===== config.mk =====
export PLATFORM = sky130hd
export DESIGN_NAME = ysyx_23060203_wbu
export DESIGN_NICKNAME = d
export VERILOG_FILES = /design/src/rtl/ysyx_23060203_wbu_pkg.sv /design/src/rtl/ysyx_23060203_csr_file.sv /design/src/rtl/ysyx_23060203_wbu.sv
export SDC_FILE = /design/constraint.sdc
export NUM_CORES = 1
export LEC_CHECK = 0
export BUFFER_PORTS_ARGS = -buffer_cell sky130_fd_sc_hd__buf_2
export CORE_MARGIN = 4
export CORE_UTILIZATION = 45
export CTS_BUF_LIST = sky130_fd_sc_hd__clkbuf_4 sky130_fd_sc_hd__clkbuf_8
export DETAILED_ROUTE_END_ITERATION = 8
export GPL_TIMING_DRIVEN = 0
export PLACE_DENSITY = 0.7
export SYNTH_ARGS = -nofsm -noshare
export SYNTH_HDL_FRONTEND = slang
export SYNTH_SLANG_ARGS = --single-unit
export TNS_END_PERCENT = 10

===== constraint.sdc =====
create_clock -name clock -period 7.35 [get_ports clock]
set_input_delay 2.205 -clock clock [delete_from_list [all_inputs] [get_ports clock]]
set_output_delay 2.205 -clock clock [all_outputs]
set_load 0.02 [all_outputs]

===== src/rtl/ysyx_23060203_wbu_pkg.sv =====
// ysyx_23060203_wbu_pkg: CSR addresses, mstatus bit positions, mcause codes and WBU state enum
package ysyx_23060203_wbu_pkg;
  localparam logic [11:0] CSR_MSTATUS   = 12'h300;
  localparam logic [11:0] CSR_MTVEC     = 12'h305;
  localparam logic [11:0] CSR_MSCRATCH  = 12'h340;
  localparam logic [11:0] CSR_MEPC      = 12'h341;
  localparam logic [11:0] CSR_MCAUSE    = 12'h342;
  localparam logic [11:0] CSR_MCYCLE    = 12'hB00;
  localparam logic [11:0] CSR_MCYCLEH   = 12'hB80;
  localparam logic [11:0] CSR_MVENDORID = 12'hF11;
  localparam logic [11:0] CSR_MARCHID   = 12'hF12;
  localparam int MSTATUS_MIE    = 3;
  localparam int MSTATUS_MPIE   = 7;
  localparam int MSTATUS_MPP_LO = 11;
  localparam int MSTATUS_MPP_HI = 12;
  localparam logic [31:0] MCAUSE_ECALL_M = 32'd11;
  typedef enum logic [1:0] {WBU_RUN, WBU_FENCE, WBU_REDIR} wbu_state_e;
endpackage


===== src/rtl/ysyx_23060203_csr_file.sv =====
// ysyx_23060203_csr_file: machine-mode CSRs with write masking and read mux
// Optional 64-bit cycle counter at 0xB00/0xB80 when YSYX_23060203_WBU_MCYCLE_EN is defined.
module ysyx_23060203_csr_file
  import ysyx_23060203_wbu_pkg::*;
#(
  parameter logic [31:0] RESET_MSTATUS = 32'h0000_1800,
  parameter logic [31:0] MVENDORID     = 32'h7973_7978,
  parameter logic [31:0] MARCHID       = 32'd23060203
) (
  input  logic        clock,
  input  logic        reset,
  input  logic        wen,
  input  logic [11:0] waddr,
  input  logic [31:0] wdata,
  input  logic        exc,
  input  logic        ret,
  input  logic [31:0] pc,
  input  logic [11:0] raddr,
  output logic [31:0] rdata,
  output logic [31:0] mtvec,
  output logic [31:0] mepc
);
  logic        mie_q, mie_d, mpie_q, mpie_d;
  logic [31:0] mtvec_q, mtvec_d, mscratch_q, mscratch_d, mepc_q, mepc_d, mcause_q, mcause_d;
  logic [31:0] mstatus, cyc_lo, cyc_hi;
  always_comb begin
    mie_d      = (wen && waddr == CSR_MSTATUS) ? wdata[MSTATUS_MIE] : mie_q;
    mpie_d     = (wen && waddr == CSR_MSTATUS) ? wdata[MSTATUS_MPIE] : mpie_q;
    mtvec_d    = (wen && waddr == CSR_MTVEC) ? {wdata[31:2], 2'b00} : mtvec_q;
    mscratch_d = (wen && waddr == CSR_MSCRATCH) ? wdata : mscratch_q;
    mepc_d     = (wen && waddr == CSR_MEPC) ? {wdata[31:2], 2'b00} : mepc_q;
    mcause_d   = (wen && waddr == CSR_MCAUSE) ? wdata : mcause_q;
    if (exc) begin
      mepc_d   = pc;
      mcause_d = MCAUSE_ECALL_M;
      mpie_d   = mie_q;
      mie_d    = 1'b0;
    end else if (ret) begin
      mie_d  = mpie_q;
      mpie_d = 1'b1;
    end
  end
  always_ff @(posedge clock or negedge reset) begin
    if (!reset) begin
      mie_q      <= RESET_MSTATUS[MSTATUS_MIE];
      mpie_q     <= RESET_MSTATUS[MSTATUS_MPIE];
      mtvec_q    <= '0;
      mscratch_q <= '0;
      mepc_q     <= '0;
      mcause_q   <= '0;
    end else begin
      mie_q      <= mie_d;
      mpie_q     <= mpie_d;
      mtvec_q    <= mtvec_d;
      mscratch_q <= mscratch_d;
      mepc_q     <= mepc_d;
      mcause_q   <= mcause_d;
    end
  end
`ifdef YSYX_23060203_WBU_MCYCLE_EN
  logic [63:0] mcycle_q, mcycle_d;
  always_comb begin
    mcycle_d = mcycle_q + 64'd1;
    if (wen && waddr == CSR_MCYCLE) mcycle_d[31:0] = wdata;
    if (wen && waddr == CSR_MCYCLEH) mcycle_d[63:32] = wdata;
  end
  always_ff @(posedge clock or negedge reset) begin
    if (!reset) mcycle_q <= '0;
    else mcycle_q <= mcycle_d;
  end
  assign cyc_lo = mcycle_q[31:0];
  assign cyc_hi = mcycle_q[63:32];
`else
  assign cyc_lo = '0;
  assign cyc_hi = '0;
`endif
  // MPP is hardwired to M-mode; only MIE/MPIE hold state
  always_comb begin
    mstatus = '0;
    mstatus[MSTATUS_MIE] = mie_q;
    mstatus[MSTATUS_MPIE] = mpie_q;
    mstatus[MSTATUS_MPP_HI:MSTATUS_MPP_LO] = 2'b11;
  end
  always_comb begin
    case (raddr)
      CSR_MSTATUS:   rdata = mstatus;
      CSR_MTVEC:     rdata = mtvec_q;
      CSR_MSCRATCH:  rdata = mscratch_q;
      CSR_MEPC:      rdata = mepc_q;
      CSR_MCAUSE:    rdata = mcause_q;
      CSR_MCYCLE:    rdata = cyc_lo;
      CSR_MCYCLEH:   rdata = cyc_hi;
      CSR_MVENDORID: rdata = MVENDORID;
      CSR_MARCHID:   rdata = MARCHID;
      default:       rdata = '0;
    endcase
  end
  assign mtvec = mtvec_q;
  assign mepc  = mepc_q;
endmodule


===== src/rtl/ysyx_23060203_wbu.sv =====
// ysyx_23060203_wbu: write-back/commit stage with CSR file, flush/redirect FSM and fence.i invalidate
// Define YSYX_23060203_WBU_MCYCLE_EN to add the 64-bit cycle counter.
module ysyx_23060203_wbu
  import ysyx_23060203_wbu_pkg::*;
#(
  parameter logic [31:0] RESET_MSTATUS = 32'h0000_1800,
  parameter logic [31:0] MVENDORID     = 32'h7973_7978,
  parameter logic [31:0] MARCHID       = 32'd23060203
) (
  input  logic        clock,
  input  logic        reset,
  input  logic        in_valid,
  output logic        in_ready,
  input  logic [31:0] in_pc,
  input  logic [4:0]  in_gpr_waddr,
  input  logic [31:0] in_gpr_wdata,
  input  logic        in_csr_wen,
  input  logic [11:0] in_csr_waddr,
  input  logic [31:0] in_csr_wdata,
  input  logic        in_exc,
  input  logic        in_ret,
  input  logic        in_fencei,
  output logic        gpr_wen,
  output logic [4:0]  gpr_waddr,
  output logic [31:0] gpr_wdata,
  input  logic [11:0] csr_raddr,
  output logic [31:0] csr_rdata,
  output logic        flush,
  output logic        redirect_valid,
  output logic [31:0] redirect_pc,
  output logic        icache_inv_valid,
  input  logic        icache_inv_ready
);
  wbu_state_e  state_q, state_d;
  logic [31:0] target_q, target_d, mtvec, mepc;
  logic        commit, exc, ret, fencei;
  assign in_ready = state_q == WBU_RUN;
  assign commit   = in_valid & in_ready;
  assign exc      = commit & in_exc;
  assign ret      = commit & in_ret & ~in_exc;
  assign fencei   = commit & in_fencei & ~in_exc & ~in_ret;
  assign gpr_wen   = commit & (in_gpr_waddr != 5'd0) & ~in_exc;
  assign gpr_waddr = in_gpr_waddr;
  assign gpr_wdata = in_gpr_wdata;
  ysyx_23060203_csr_file #(
    .RESET_MSTATUS(RESET_MSTATUS),
    .MVENDORID    (MVENDORID),
    .MARCHID      (MARCHID)
  ) u_csr (
    .clock(clock),
    .reset(reset),
    .wen  (commit & in_csr_wen & ~in_exc & ~in_ret),
    .waddr(in_csr_waddr),
    .wdata(in_csr_wdata),
    .exc  (exc),
    .ret  (ret),
    .pc   (in_pc),
    .raddr(csr_raddr),
    .rdata(csr_rdata),
    .mtvec(mtvec),
    .mepc (mepc)
  );
  // mret targets the pre-update mepc, which is what the flop holds this cycle
  always_comb begin
    state_d  = state_q == WBU_FENCE ? (icache_inv_ready ? WBU_REDIR : WBU_FENCE) :
               state_q == WBU_REDIR ? WBU_RUN :
               (exc | ret) ? WBU_REDIR : fencei ? WBU_FENCE : WBU_RUN;
    target_d = exc ? mtvec : ret ? mepc : fencei ? in_pc + 32'd4 : target_q;
  end
  always_ff @(posedge clock or negedge reset) begin
    if (!reset) begin
      state_q  <= WBU_RUN;
      target_q <= '0;
    end else begin
      state_q  <= state_d;
      target_q <= target_d;
    end
  end
  assign flush            = state_q != WBU_RUN;
  assign redirect_valid   = state_q == WBU_REDIR;
  assign icache_inv_valid = state_q == WBU_FENCE;
  assign redirect_pc      = target_q;
endmodule


==> out/metrics.csv <==
metric,value,unit
synthXorXnorAreaFrac,0.0259,
grt_pass1_vias,7946,
yosys.area.top_type_share,0.461,
syn_avg_cell_area,10.1,sq um
initial_core_util,0.464,
synth-seq-cells,162,
hold_buffers,0,
fin_util,0.560,
ys.flop_type,dfrtp_1,
cap_violations,0,
synth_area_leaders,"dfrtp_1 46%, mux2_2 8.7%, mux2i_1 6.8%",
synth_edf_count,0,
antenna_found_initial,2,
first_pass_iters,6,
slew_viol_final,0,
h-tree-depth,4,
clock_path_buffers,2,
drive_gt1_frac,0.335,
dpl.hpwl,21900,microns
cp_data_arrival_time,4.88,ns
finClkSkew,0.00840,ns
overflow,0,
r2r_setup_slack,4.64,ns
cts_tree,built,
clk_pin_slew_worst_paths,0.09,ns
synth_cells,867,
cts_buffers,17,
synthAdderAreaFrac,0.00142,
synthTopCellsByCount,"162 x dfrtp_1, 93 x nand2_1, 79 x nor2_1",
required,5.14,ns
cp_max_fo,10,
yosys_warnings,0,
synth_nets,1001,
grt_pass1_wl,46200,microns
fin_setup_tns,0,ns
grt_max_degree,109,
yosysTopAreaCell,dfrtp_1,
synthArstFlopShare,1.00,
portBuffers,202,
synth_top_family_by_area,multiplexers,
p_per_area,202,nW/um^2
fin_crit_sh,0.963,
rsz0062_at_grt,false,
nNetsFinal,1223,
ys_seq_area_frac,0.461,
post_cts_buffers,0,
die_h,148,microns
drt_iter0_markers,758,
die_w,148,microns
vias,8045,
root_buffer,clkbuf_8,
leakagePower,0.00514,uW
fin_ws,0.269,ns
yosysMostFrequentCell,dfrtp_1,
peakVddDrop,129,uV
wire_per_inst,22.4,microns
synth-compound-area-share,0.148,
critPathCaptureType,output port,
synth.distinct_cells,57,
postRouteAntennaNets,0,
coreArea,19000,sq um
synthMuxAreaShare,0.157,
viasPerCell,5.89,
gp_congestion,0.935,
route.detailed.drc,0,
path_class,in2out,
wl,30600,microns
post_cts_resized,0,
grt_usage,0.278,
clk_latency,0.48,ns
hold_ws,0.488,ns
hold_viol_final,0,
setup_violations,0,
dieArea,21800,sq um
ios,239,
outcome,finished clean,
start_kind,input pin,
synth-simple-area-share,0.142,
fmax,0.141,GHz
fp-row-count,50,
post-place-ws,0.394,ns
area_growth_syn_to_layout,20.7,%
fillers,1754,
layout_min_cycle_time,7.08,ns
min_path_type,reg2reg,
max_slew_margin,0.237,
cts.sinks,162,
worst_slew_pin_slew,1.14,ns
syn-cell-area,8800,sq um
[cell usage in the layout (no fill, tap or decap), drive strengths merged, types with 11 or more instances in the layout]
cell type,Yosys,routed
o21ai,66,66
nor2,80,80
clkbuf,30,51
mux2i,60,60
a221o,31,31
buf,66,269
a222oi,11,11
nand3,14,14
nand2,93,93
a31oi,30,30
mux2,69,69
nand4,15,15
dfrtp,162,162
a21oi,25,25
xor2,18,18
[through the flow]
stage,power [uW],std cells,area (sq um)
3_3_place_gp,1430,1329,10100
5_1_grt,2240,1364,10600
2_1_floorplan,1260,867,8800
4_1_cts,2150,1362,10600
3_5_place_dp,1440,1330,10200
6_report,2150,1365,10600
[metal layers]
metal	wire, microns	global-route usage
met2	14000	0.432
met3	2780	0.0650
met1	12800	0.381
met5	0	0
met4	1010	0.108
[path summary, 6_finish.rpt]
check / startpoint / to / cells past startpoint
max: csr_raddr[1] / csr_rdata[7] / 10
min: redirect_pc[1] / redirect_pc[1] / 2
max reg2reg: state_q[0] / redirect_pc[18] / 6
min reg2reg: redirect_pc[1] / redirect_pc[1] / 2
max in group asynchronous: reset / redirect_pc[25] / 2
min in group asynchronous: reset / u_csr.mcause_q[5] / 1
[power breakdown]
group / internal, uW / switching, uW
registers: 968 / 60.5
logic: 152 / 243
clock network: 369 / 354
total: 1490 / 658
[kinds of logic (layout without fill, tap and decap cells)]
logic type	after synthesis	after routing
xor+xnor	26	26
flops	162	162
fa+ha+maj	1	1
compound gates	193	193
other cells	0	3
mux	129	129
simple gates	255	255
buf+inv	101	336
[worst max-delay path, stage by stage]
cell,delay [ns]
buf_2,0.13
clkbuf_1,0.25
nor2b_1,0.33
and4b_1,0.23
buf_2,0.25
nor2b_1,0.48
buf_2,0.46
a21boi_0,0.17
o41ai_1,0.12
buf_2,0.25
[flip-flops by register name, indices dropped and copies added (netlist names)]
| name | count |
|---|---|
| redirect_pc | 32 |
| u_csr.mcause_q | 32 |
| u_csr.mepc | 32 |
| u_csr.mscratch_q | 32 |
| u_csr.mtvec | 30 |
| state_q | 2 |
| u_csr.mie_q | 1 |
| u_csr.mpie_q | 1 |
[layout make-up]
class,instances,area [sq um],area share
Multi-Input combinational cell,604,4170,0.393
Sequential cell,162,4050,0.382
Timing Repair Buffer,203,1050,0.0988
Buffer,96,554,0.0522
Tap cell,260,325,0.0306
Clock buffer,21,283,0.0266
Clock inverter,11,154,0.0145
Inverter,5,18.8,0.00177
Antenna cell,3,7.51,0.000707
Power figures use the tool's default switching activity.
